### config.mk
export PLATFORM = sky130hd
export DESIGN_NAME = apb_master
export DESIGN_NICKNAME = d
export VERILOG_FILES = /design/src/rtl/apb_master.sv
export SDC_FILE = /design/constraint.sdc
export NUM_CORES = 1
export LEC_CHECK = 0
export CORE_MARGIN = 1.5
export CORE_UTILIZATION = 46
export DETAILED_ROUTE_END_ITERATION = 7
export PLACE_DENSITY = 0.71
export SLEW_MARGIN = 20
export SYNTH_ARGS = -nofsm -noshare
export SYNTH_HDL_FRONTEND = slang
export SYNTH_SLANG_ARGS = --single-unit
### constraint.sdc
create_clock -name pclk -period 2.3 [get_ports pclk]
set_clock_uncertainty 0.2 [all_clocks]
set_input_delay 0.23 -clock pclk [delete_from_list [all_inputs] [get_ports pclk]]
set_output_delay 0.23 -clock pclk [all_outputs]
set_load 0.02 [all_outputs]
### src/rtl/apb_master.sv
`default_nettype none
// ============================================================================
// Module   : apb_master
// Purpose  : FIFO-fronted APB requester; APB_MASTER_TIMEOUT_EN adds ACCESS abort
// Revision : 1.0
// ============================================================================
module apb_master #(
  parameter int FIFO_DEPTH     = 4,
  parameter int TIMEOUT_CYCLES = 16
) (
  input  logic        pclk,
  input  logic        preset,
  input  logic        req_valid,
  output logic        req_ready,
  input  logic        req_write,
  input  logic [15:0] req_addr,
  input  logic [15:0] req_wdata,
  output logic        rsp_valid,
  output logic [15:0] rsp_rdata,
  output logic        rsp_err,
  output logic        busy,
  output logic [15:0] paddr,
  output logic        pwrite,
  output logic [15:0] pwdata,
  output logic        psel,
  output logic        penable,
  input  logic [15:0] prdata,
  input  logic        pready
);
  localparam int AW = (FIFO_DEPTH > 1) ? $clog2(FIFO_DEPTH) : 1;
  localparam int CW = AW + 1;

  localparam logic [1:0] S_IDLE   = 2'd0;
  localparam logic [1:0] S_SETUP  = 2'd1;
  localparam logic [1:0] S_ACCESS = 2'd2;

  logic [32:0]   mem_q [FIFO_DEPTH];
  logic [AW-1:0] wr_ptr_q, wr_ptr_d, rd_ptr_q, rd_ptr_d;
  logic [CW-1:0] count_q, count_d;
  logic [1:0]    state_q, state_d;
  logic [15:0]   paddr_q, paddr_d, pwdata_q, pwdata_d, rsp_rdata_q, rsp_rdata_d;
  logic          pwrite_q, pwrite_d, psel_q, psel_d, penable_q, penable_d;
  logic          rsp_valid_q, rsp_valid_d, rsp_err_q, rsp_err_d;
  logic          empty, full, push, pop, timeout_hit;
  logic [32:0]   head;

  assign empty     = (count_q == '0);
  assign full      = (count_q == CW'(FIFO_DEPTH));
  assign req_ready = !full && !preset;
  assign push      = req_valid && req_ready;
  assign head      = mem_q[rd_ptr_q];

`ifdef APB_MASTER_TIMEOUT_EN
  localparam int TW = $clog2(TIMEOUT_CYCLES + 1);
  logic [TW-1:0] tmo_cnt_q, tmo_cnt_d;

  // Counts consecutive stalled ACCESS cycles; fires on the one that reaches the limit.
  always_comb begin
    tmo_cnt_d   = tmo_cnt_q;
    timeout_hit = 1'b0;
    if (state_q == S_SETUP) begin
      tmo_cnt_d = '0;
    end else if (state_q == S_ACCESS && !pready) begin
      tmo_cnt_d = tmo_cnt_q + 1'b1;
      if (tmo_cnt_q == TW'(TIMEOUT_CYCLES - 1)) timeout_hit = 1'b1;
    end
  end

  always_ff @(posedge pclk) begin
    if (preset) tmo_cnt_q <= '0;
    else        tmo_cnt_q <= tmo_cnt_d;
  end
`else
  logic unused_timeout_cfg;
  assign unused_timeout_cfg = (TIMEOUT_CYCLES != 0);
  assign timeout_hit        = 1'b0;
`endif

  always_comb begin
    state_d     = state_q;
    paddr_d     = paddr_q;
    pwrite_d    = pwrite_q;
    pwdata_d    = pwdata_q;
    psel_d      = psel_q;
    penable_d   = penable_q;
    rsp_valid_d = 1'b0;
    rsp_rdata_d = rsp_rdata_q;
    rsp_err_d   = rsp_err_q;
    pop         = 1'b0;
    case (state_q)
      S_IDLE: begin
        psel_d    = 1'b0;
        penable_d = 1'b0;
        if (!empty) begin
          pop      = 1'b1;
          state_d  = S_SETUP;
          psel_d   = 1'b1;
          pwrite_d = head[32];
          paddr_d  = head[31:16];
          pwdata_d = head[15:0];
        end
      end
      S_SETUP: begin
        state_d   = S_ACCESS;
        penable_d = 1'b1;
      end
      S_ACCESS: begin
        if (pready) begin
          rsp_valid_d = 1'b1;
          rsp_rdata_d = pwrite_q ? 16'h0000 : prdata;
          rsp_err_d   = 1'b0;
          penable_d   = 1'b0;
          if (!empty) begin
            // Chain straight into the next SETUP so psel never drops.
            pop      = 1'b1;
            state_d  = S_SETUP;
            pwrite_d = head[32];
            paddr_d  = head[31:16];
            pwdata_d = head[15:0];
          end else begin
            state_d = S_IDLE;
            psel_d  = 1'b0;
          end
        end else if (timeout_hit) begin
          rsp_valid_d = 1'b1;
          rsp_rdata_d = 16'h0000;
          rsp_err_d   = 1'b1;
          state_d     = S_IDLE;
          psel_d      = 1'b0;
          penable_d   = 1'b0;
        end
      end
      default: begin
        state_d   = S_IDLE;
        psel_d    = 1'b0;
        penable_d = 1'b0;
      end
    endcase
  end

  always_comb begin
    wr_ptr_d = push ? wr_ptr_q + 1'b1 : wr_ptr_q;
    rd_ptr_d = pop  ? rd_ptr_q + 1'b1 : rd_ptr_q;
    count_d  = count_q;
    if (push && !pop)      count_d = count_q + 1'b1;
    else if (!push && pop) count_d = count_q - 1'b1;
  end

  always_ff @(posedge pclk) begin
    if (push) mem_q[wr_ptr_q] <= {req_write, req_addr, req_wdata};
  end

  always_ff @(posedge pclk) begin
    if (preset) begin
      state_q     <= S_IDLE;
      wr_ptr_q    <= '0;
      rd_ptr_q    <= '0;
      count_q     <= '0;
      paddr_q     <= 16'h0000;
      pwrite_q    <= 1'b0;
      pwdata_q    <= 16'h0000;
      psel_q      <= 1'b0;
      penable_q   <= 1'b0;
      rsp_valid_q <= 1'b0;
      rsp_rdata_q <= 16'h0000;
      rsp_err_q   <= 1'b0;
    end else begin
      state_q     <= state_d;
      wr_ptr_q    <= wr_ptr_d;
      rd_ptr_q    <= rd_ptr_d;
      count_q     <= count_d;
      paddr_q     <= paddr_d;
      pwrite_q    <= pwrite_d;
      pwdata_q    <= pwdata_d;
      psel_q      <= psel_d;
      penable_q   <= penable_d;
      rsp_valid_q <= rsp_valid_d;
      rsp_rdata_q <= rsp_rdata_d;
      rsp_err_q   <= rsp_err_d;
    end
  end

  assign paddr     = paddr_q;
  assign pwrite    = pwrite_q;
  assign pwdata    = pwdata_q;
  assign psel      = psel_q;
  assign penable   = penable_q;
  assign rsp_valid = rsp_valid_q;
  assign rsp_rdata = rsp_rdata_q;
  assign rsp_err   = rsp_err_q;
  assign busy      = (state_q != S_IDLE) || !empty;

endmodule
`default_nettype wire

# == Word-level counts from Yosys, hierarchy flattened ==
# Memory sizes are Yosys's and may differ from the RTL's. A register that Yosys moved wholly into a read port is not among the register bits.
# Index checks and enable logic that the tools add are counted.
# totals
regBits,61
mem_bits_rw,132
inputBits,53
output_inout_bits,55
elab_cells,73
memories,1
# classes
addsub,4
n_eq_ne,6
n_mux,29
bitwise_logic,2
n_reduce_logical,20
# memory_table
memory,words,word_bits,read_ports,rd_clocked_by_memory_dff,wr,line_no,source
mem_q,4,33,1,1,1,37,logic [32:0] mem_q [FIFO_DEPTH];
# op_table
op,count
16-bit 2-to-1 mux,5
16-bit one-hot mux with 2 select lines,2
1-bit 2-to-1 mux,11
2-bit 2-to-1 mux,4
3-bit 2-to-1 mux,2
2-bit != test (second input constant),3
1-bit one-hot mux with 2 select lines,3
2-bit one-hot mux with 3 select lines,1
2-bit AND reduction,3
2-bit nonzero test,3
1-bit zero test,5
2-bit by 1-bit adder with 2-bit output (second input constant),2
1-bit logical AND,4
3-bit by 1-bit adder with 3-bit output (second input constant),1
3-bit equality test (second input constant),1
3-bit zero test,1
1-bit one-hot mux with 3 select lines,1
3-bit AND reduction,1
3-bit by 1-bit subtractor with 3-bit output (second input constant),1
2-bit by 1-bit equality test with 1-bit output (second input constant),1
2-bit equality test (second input constant),1
2-bit zero test,1
1-bit NOT,2
2-bit OR reduction,1
1-bit logical OR,1

# == Depth between registers and ports, before layout ==
# logic_depth
word_depth,8
ltp_mapped,10

# == Least setup slack after synthesis ==
# No wires, ideal clock.
# synth_timing
path_type,reg2reg
startpoint,register count_q[0]
endpoint,register count_q[2]
arrival_ns,2.275
t_required_ns,2.030
setup_slack_ns,-0.245
stages_incl_launch_ff,11
n_path_buf,2
synth_period_minus_slack_ns,2.545
path_cell_list,dfxtp_1 -> or3_1 -> buf_2 -> buf_4 -> nand3_2 -> ha_1 -> inv_1 -> fa_1 -> xor2_1 -> or3_1 -> a21oi_1
# synth_via
elab_chain_cells,7
# synth_rtl
item,line_no,source
start: declaration,39,"logic [CW-1:0] count_q, count_d;"
start signal: assignment,171,count_q <= count_d;
3-bit zero test / 3-bit equality test (equally long branches),"47, 48",
1-bit 2-to-1 mux / 1-bit zero test (equally long branches),"94, 113, 49",
1-bit 2-to-1 mux / 1-bit logical AND (equally long branches),"108, 49",
1-bit one-hot mux with 2 select lines / 1-bit logical AND (equally long branches),"90, 50",
"1-bit zero test, on equally long branches","145, 146",
"1-bit logical AND, on equally long branches","145, 146",
3-bit 2-to-1 mux / 2-bit nonzero test (equally long branches),n/a,
# Several ways; a longest one is shown, not always the timed one. The select of a mux whose other input is x is not followed.
# A chain may end at the register's enable or synchronous reset.

# == Final worst setup path ==
# layout_timing
startpoint,register count_q[2]
endpoint,register count_q[2]
# Same word-level chain as after synthesis.

==> run metrics <==
outcome completed; clock latency on the worst-skew pair 0.42 ns; post-synthesis simple-gate area fraction 6.00%; initial antenna violation count 0; Reg2Reg Launch Point count_q[2]; Critical Path RT 2.44 ns; Area contributors post-synth edfxtp_1 53%, dfxtp_1 17%, mux4_2 10%, o31ai_1 3.4%, nand4_1 2.9%; ys async rst share 0%; Critical Path Fanout Max 5; crit end category flip-flop; Multi-input gate area 1990 sq um; Main synth FF type edfxtp_1; Min-Delay Startpoint preset; antenna diode count 0; Antenna Nets Post-Route 0; max-cap viol count 0; setup_tns 0 ns; part of the power in combinational logic 31.5%; WL/cell 19.7 microns; Placer Congestion 0.757; placed cells 750; Final WS setup 0.0177 ns; share of cells above drive strength 1 19.6%; slew at the pin closest to its max-slew limit 0.599 ns; area growth from synthesis to layout 26.5%; Setup CP Type flip-flop to flip-flop; Finished Cell Area 9440 sq um; # nets final 612; die height 130 microns; Yosys top cell by area edfxtp_1; Compound-Gate Fraction of Synth Area 8.20%; worst hold path cell count 4; sequential power share 41.3%; sequential cell area fraction in the yosys report 70.0%; largest net degree at the start of global routing 51; register clock-pin slew on the reported worst setup and hold paths 0.07 ns; vias per cell 5.59; R2R Setup Slk 0.02 ns; Fill cells 1205; IO Port Bufs 106; RSZ-0062 raised after global routing yes; CTS Buffer Depth 2; number of global-route vias before repair 4484; synthesis-stage register bit count 195; Initial Util 47.0%; worst hold path class input pin to flip-flop; Netlist Area Pre-Place 7460 sq um; number of synthesis warnings 0; CTS root buf clkbuf_16; count of final setup violators 0; Tot Pwr 11000 uW; GR Overflow Total 0; CTS H-tree lvls 4; drt first pass iters 4; Startpoint Class flip-flop; Max Clock Freq 438 MHz; final non-filler cell total 782; Most Used Layer, Global Route met2; period utilization 99.2%; DRT Wirelength 15400 microns; GRT Util Overall 18.8%; pre-CTS setup slack -0.0730 ns; Die Wd 130 microns; EDFF count, synth 132; hold endpoint wr_ptr_q[0]; Internal 7650 uW; I/O pins 108; Synth cell types 37; Net Count, Synth 501; Post-Synth XOR/XNOR Area 0.235%; leak pwr 0.00318 uW; DRC viols 0; FF/Latch Area 5230 sq um; met3 usage 4.60%; worst r2r dst count_q[2]; min Tclk post-route 2.28 ns; Net Sw Power 3310 uW; DIE AREA 17000 sq um; Post-DP HPWL 9280 microns; Final Hold Viols 0; number of buffers created by CTS 17; Starting DRT DRC Count 340; Power Dens Cells 1160 nW/um^2; first-pass GRT wire length 23700 microns; Slew HR 60.1%; Max Slew Vio Count 0; Mapped Cells 442; Clock Power Share 27.1%; met1 GRT Util 22.7%; multiplexer share of the synthesized area 10.5%; core region area 15900 sq um; largest family of logic cells by synthesized area multiplexers; Critical Path AT 2.42 ns; VDD IR-drop max 0.627 mV; CTS tree built; met2 usage 32.2%; R2R depth 8; Clock Sinks 195; via count 4372; Post-Syn Area per Cell 16.9 sq um; number of cell rows 46; sw frac 30.2%; Post-Synth Adder-Cell Area 1.11%; post-synth top area share 53.1%; Placed Area 8820 sq um
-- metal layers --
| layer | vias to the layer above | wire, microns |
|---|---|---|
| li1 | 1998 | - |
| met1 | 2196 | 6170 |
| met2 | 155 | 7960 |
| met3 | 23 | 976 |
| met4 | 0 | 276 |
| met5 | - | 0 |
-- synthesized netlist by cell type (2+ instances only) --
cell	count
ha_1	5
or3_1	3
buf_6	4
and2_1	4
nor2_1	7
nor2b_1	2
nor2b_4	2
nand2b_1	3
mux2_1	2
xor2_1	2
a21oi_1	39
a22o_1	16
clkbuf_1	5
dfxtp_1	63
nand4_1	35
mux4_2	33
buf_4	3
o31ai_1	34
edfxtp_1	132
mux2i_1	2
inv_1	5
buf_12	3
buf_2	23
nor3_4	2
-- timing repair --
action                                  4_1_cts  5_1_grt
endpoints found under the setup margin        2        2
gates resized for setup                       3        3
buffers inserted                              0        0
cloned                                        0        0
endpoints found under the hold margin         0        0
hold buffers                                  0        0
pin swaps                                     0        2
-- stage by stage --
step,hold WS (ns),util [%]
floorplan,0.129,-
global placement,0.260,55.5
detailed placement,0.262,55.5
CTS,0.0731,59.4
global route,0.0786,59.4
finish,0.0912,59.4
-- power by group through the flow --
stage	logic, uW	registers, uW	clock network (uW)
after global placement	3370	4580	0
after floorplan	1890	4900	0
after global routing	3720	4580	3170
after CTS	3480	4530	3040
final	3460	4530	2970
after detailed placement	3470	4610	0
-- registers in the layout, indices dropped and copies added, names as in the netlist, named ones only --
signal     cells
mem_q        132
psel           1
rd_ptr_q       2
pwrite         1
rsp_rdata     16
pwdata        16
state_q        2
penable        1
count_q        3
paddr         16
wr_ptr_q       2
rsp_valid      1
-- critical path: stages (launching register included) --
cell	delay (ns)
dfxtp_2	0.35
or3_4	0.41
nand3_4	0.11
ha_4	0.13
inv_1	0.05
fa_2	0.35
xor2_1	0.18
or3_1	0.32
a21oi_2	0.12
-- how the worst max path moves through the flow --
stage,cells past startpoint,to,slack (ns),startpoint
final,8,count_q[2],0.02,count_q[2]
after global routing,8,count_q[2],-0.06,count_q[2]
after CTS,8,count_q[2],0.001,count_q[2]
after detailed placement,9,count_q[2],-0.07,pready
after global placement,8,count_q[2],-0.002,req_valid
after floorplan,10,count_q[2],-0.10,count_q[0]
-- logic make-up after synthesis --
| group | Yosys count |
|---|---|
| AOI/OAI and AO/OA | 92 |
| xor gates and xnor gates | 2 |
| adders and majority gates | 6 |
| buffers and inverters | 45 |
| DFF | 195 |
| muxes | 37 |
| other | 1 |
| and+or+nand+nor | 64 |
-- layout make-up --
class	instances	area share, %
clock buffer	22	5.02
clock inverter	10	1.38
inverter	5	0.199
multi-input combinational	202	21.0
sequential	195	55.4
tap	216	2.86
timing repair buffer	132	14.1
-- placed cells by master (no fill, tap or decap), drive strengths merged --
cell / netlist / layout
inv: 5 / 5
nor2b: 4 / 4
edfxtp: 132 / 132
or3: 3 / 3
a21oi: 39 / 39
nand3: 1 / 1
buf: 34 / 27
nor3b: 2 / 2
nand3b: 1 / 1
o31ai: 34 / 34
clkinv: 0 / 5
clkdlybuf4s50: 0 / 104
a211o: 1 / 1
nand2b: 3 / 3
xor2: 2 / 2
dlygate4sd2: 0 / 1
fa: 1 / 1
nand2: 1 / 1
or4: 1 / 1
a22o: 16 / 16
mux2i: 2 / 2
ha: 5 / 5
nor2: 7 / 7
mux4: 33 / 33
mux2: 2 / 2
o211ai: 1 / 1
conb: 1 / 1
clkinvlp: 0 / 2
dfxtp: 63 / 63
o21ai: 1 / 1
and2: 4 / 4
clkbuf: 6 / 22
bufinv: 0 / 3
nand4: 35 / 35
nor3: 2 / 2
(Power assumes the default switching activity.)
==> variant (config.mk and constraints unchanged) <==
The option `APB_MASTER_TIMEOUT_EN` is turned on by a define.
--- a/src/rtl/apb_master.sv
+++ b/src/rtl/apb_master.sv
@@ -5,4 +5,6 @@
 // Revision : 1.0
 // ============================================================================
+`define APB_MASTER_TIMEOUT_EN
+
 module apb_master #(
   parameter int FIFO_DEPTH     = 4,
Check against the original RTL: same outputs for any inputs over 4 cycles, from zero or initial values and one cycle with preset high; that may be too few to reach the edited logic, so the function may still have changed.
==> variant against the original RTL <==
Total power is 3.8% higher; global-route usage shrank 0.12 points; cell count is 7.5% higher; worst setup slack better by 0.032 ns; design area grew 4.9%; sequential cell count increased by 6; synthesized area rose by 5.1%; wire length up 6.4%; clock power up 5%; first-iteration DRC count decreased by 7.4%.
==> variant: results (changes against the original RTL) <==
Detailed routing
  • DRT Pass-1 Iters: 5 (+1)
  • Via count: 4710 (+7.7%)
  • Starting DRC count in detailed routing: 315 (-7.4%)
  • WL met1: 6900 µm (+12%)
  • Routed met3 length: 893 µm (-8.5%)
  • Routed wl met2: 8420 µm (+5.8%)

Worst setup path
  • Critical path startpoint: count_q[1]
  • Crit path DAT: 1.82 ns (-0.60 ns)
  • Crit path max fanout: 3 (-2)

Yosys
  • Sequential share of the synthesized area: 68.1% (-1.9 points)
  • Synth top area cells: edfxtp_1 51%, dfxtp_1 18%, mux4_2 8.9%
  • Mux cell area share after synthesis: 10.2% (-0.37 points)
  • Synth Area in Adders: 1.37% (+0.26 points)
  • XOR/XNOR Fraction of Synth Area: 0.223% (-0.011 points)
  • Top cells by count, synth: 132 x edfxtp_1, 69 x dfxtp_1, 43 x a21oi_1
  • Compound-Gate Fraction of Synth Area: 8.86% (+0.67 points)

Clock network
  • Clock buffer count from CTS: 21 (+4)
  • CTS H-tree depth: 1 (-3)
  • Clock Latency Late Sink: 0.49 ns (+0.07 ns)

STA
  • Slew HR: 36.8% (-23 points)

Outcome
  • Status: finished, final reports clean

GRT
  • Global-route wire length before repair: 25900 µm (+9.3%)
  • Global-route usage over all layers: 18.7% (-0.12 points)

Finish
  • Layout cells sized above 1: 18.8% (-0.77 points)
  • Fill count: 1231 (+2.2%)
  • Final #Nets: 667 (+9.0%)

Pwr
  • Leak pwr: 3.34 nW (+5.0%)
  • VDD IR-drop max: 0.616 mV (-1.7%)

Placed design
  • PortBufs: 107 (+0.94%)
variant: cell types whose count changed after synthesis, moves of 3 or more:
cell,unedited run,this run
nor3_1,0,4
buf_6,4,7
o21ai_0,1,5
nor2_1,7,12
and2_1,4,9
a21oi_1,39,43
nand3_1,0,4
dfxtp_1,63,69
variant: cell type report:
cell class / count / share of cell area, %
well taps: 220 / 2.78
flip-flops and latches: 201 / 54.1
clock inverters: 8 / 0.708
inverters: 7 / 0.265
repair buffers: 137 / 13.9
clock buffers: 30 / 5.65
multi-input cells: 238 / 22.6
variant: kinds of logic after synthesis:
family / after synthesis
buffers and inverters: 50
AOI/OAI and AO/OA: 104
xor gates and xnor gates: 2
DFF: 201
adders and majority gates: 8
and+or+nand+nor: 87
muxes: 37
variant: repair_timing:
action | in CTS | in global routing
endpoints found under the setup margin | 2 | 3
hold endpoints to repair | 0 | 0
gates resized for setup | 7 | 8
setup buffers | 0 | 2
pin swaps | 3 | 3
variant: where the power goes:
group	switching (mW)	leakage [nW]	internal [mW]
clock	1.30	0.303	1.81
sequential	0.283	1.76	4.38
combinational	1.94	1.27	1.67
variant: path summary, 6_finish.rpt:
path / endpoint / slack (ns) / cells after the start
setup / recovery: busy / 0.05 / 4
hold reg to reg: pwdata[3] / 0.27 / 2
hold / removal: wr_ptr_q[0] / 0.1 / 4
setup reg to reg: count_q[2] / 0.06 / 8
variant: through the flow:
stage	total power [mW]	instances	worst slack [ns]	cell area [µm²]
floorplan	6.97	489	-0.122	7880
global placement	8.15	801	-0.0473	9220
detailed placement	8.28	801	-0.124	9220
CTS	11.4	839	0.00273	9850
global route	11.9	841	-0.0188	9900
finish	11.4	841	0.0500	9900
variant: metal layers:
metal	up-vias	track usage (%)
met5	-	0
met4	0	3.56
met3	17	3.16
met2	139	33.7
met1	2365	23.9
li1	2189	-
variant: critical path: stages (launching register included):
cell and delay (ns):
dfxtp_2 0.32, or3_4 0.42, buf_6 0.13, or3_4 0.32, buf_6 0.14
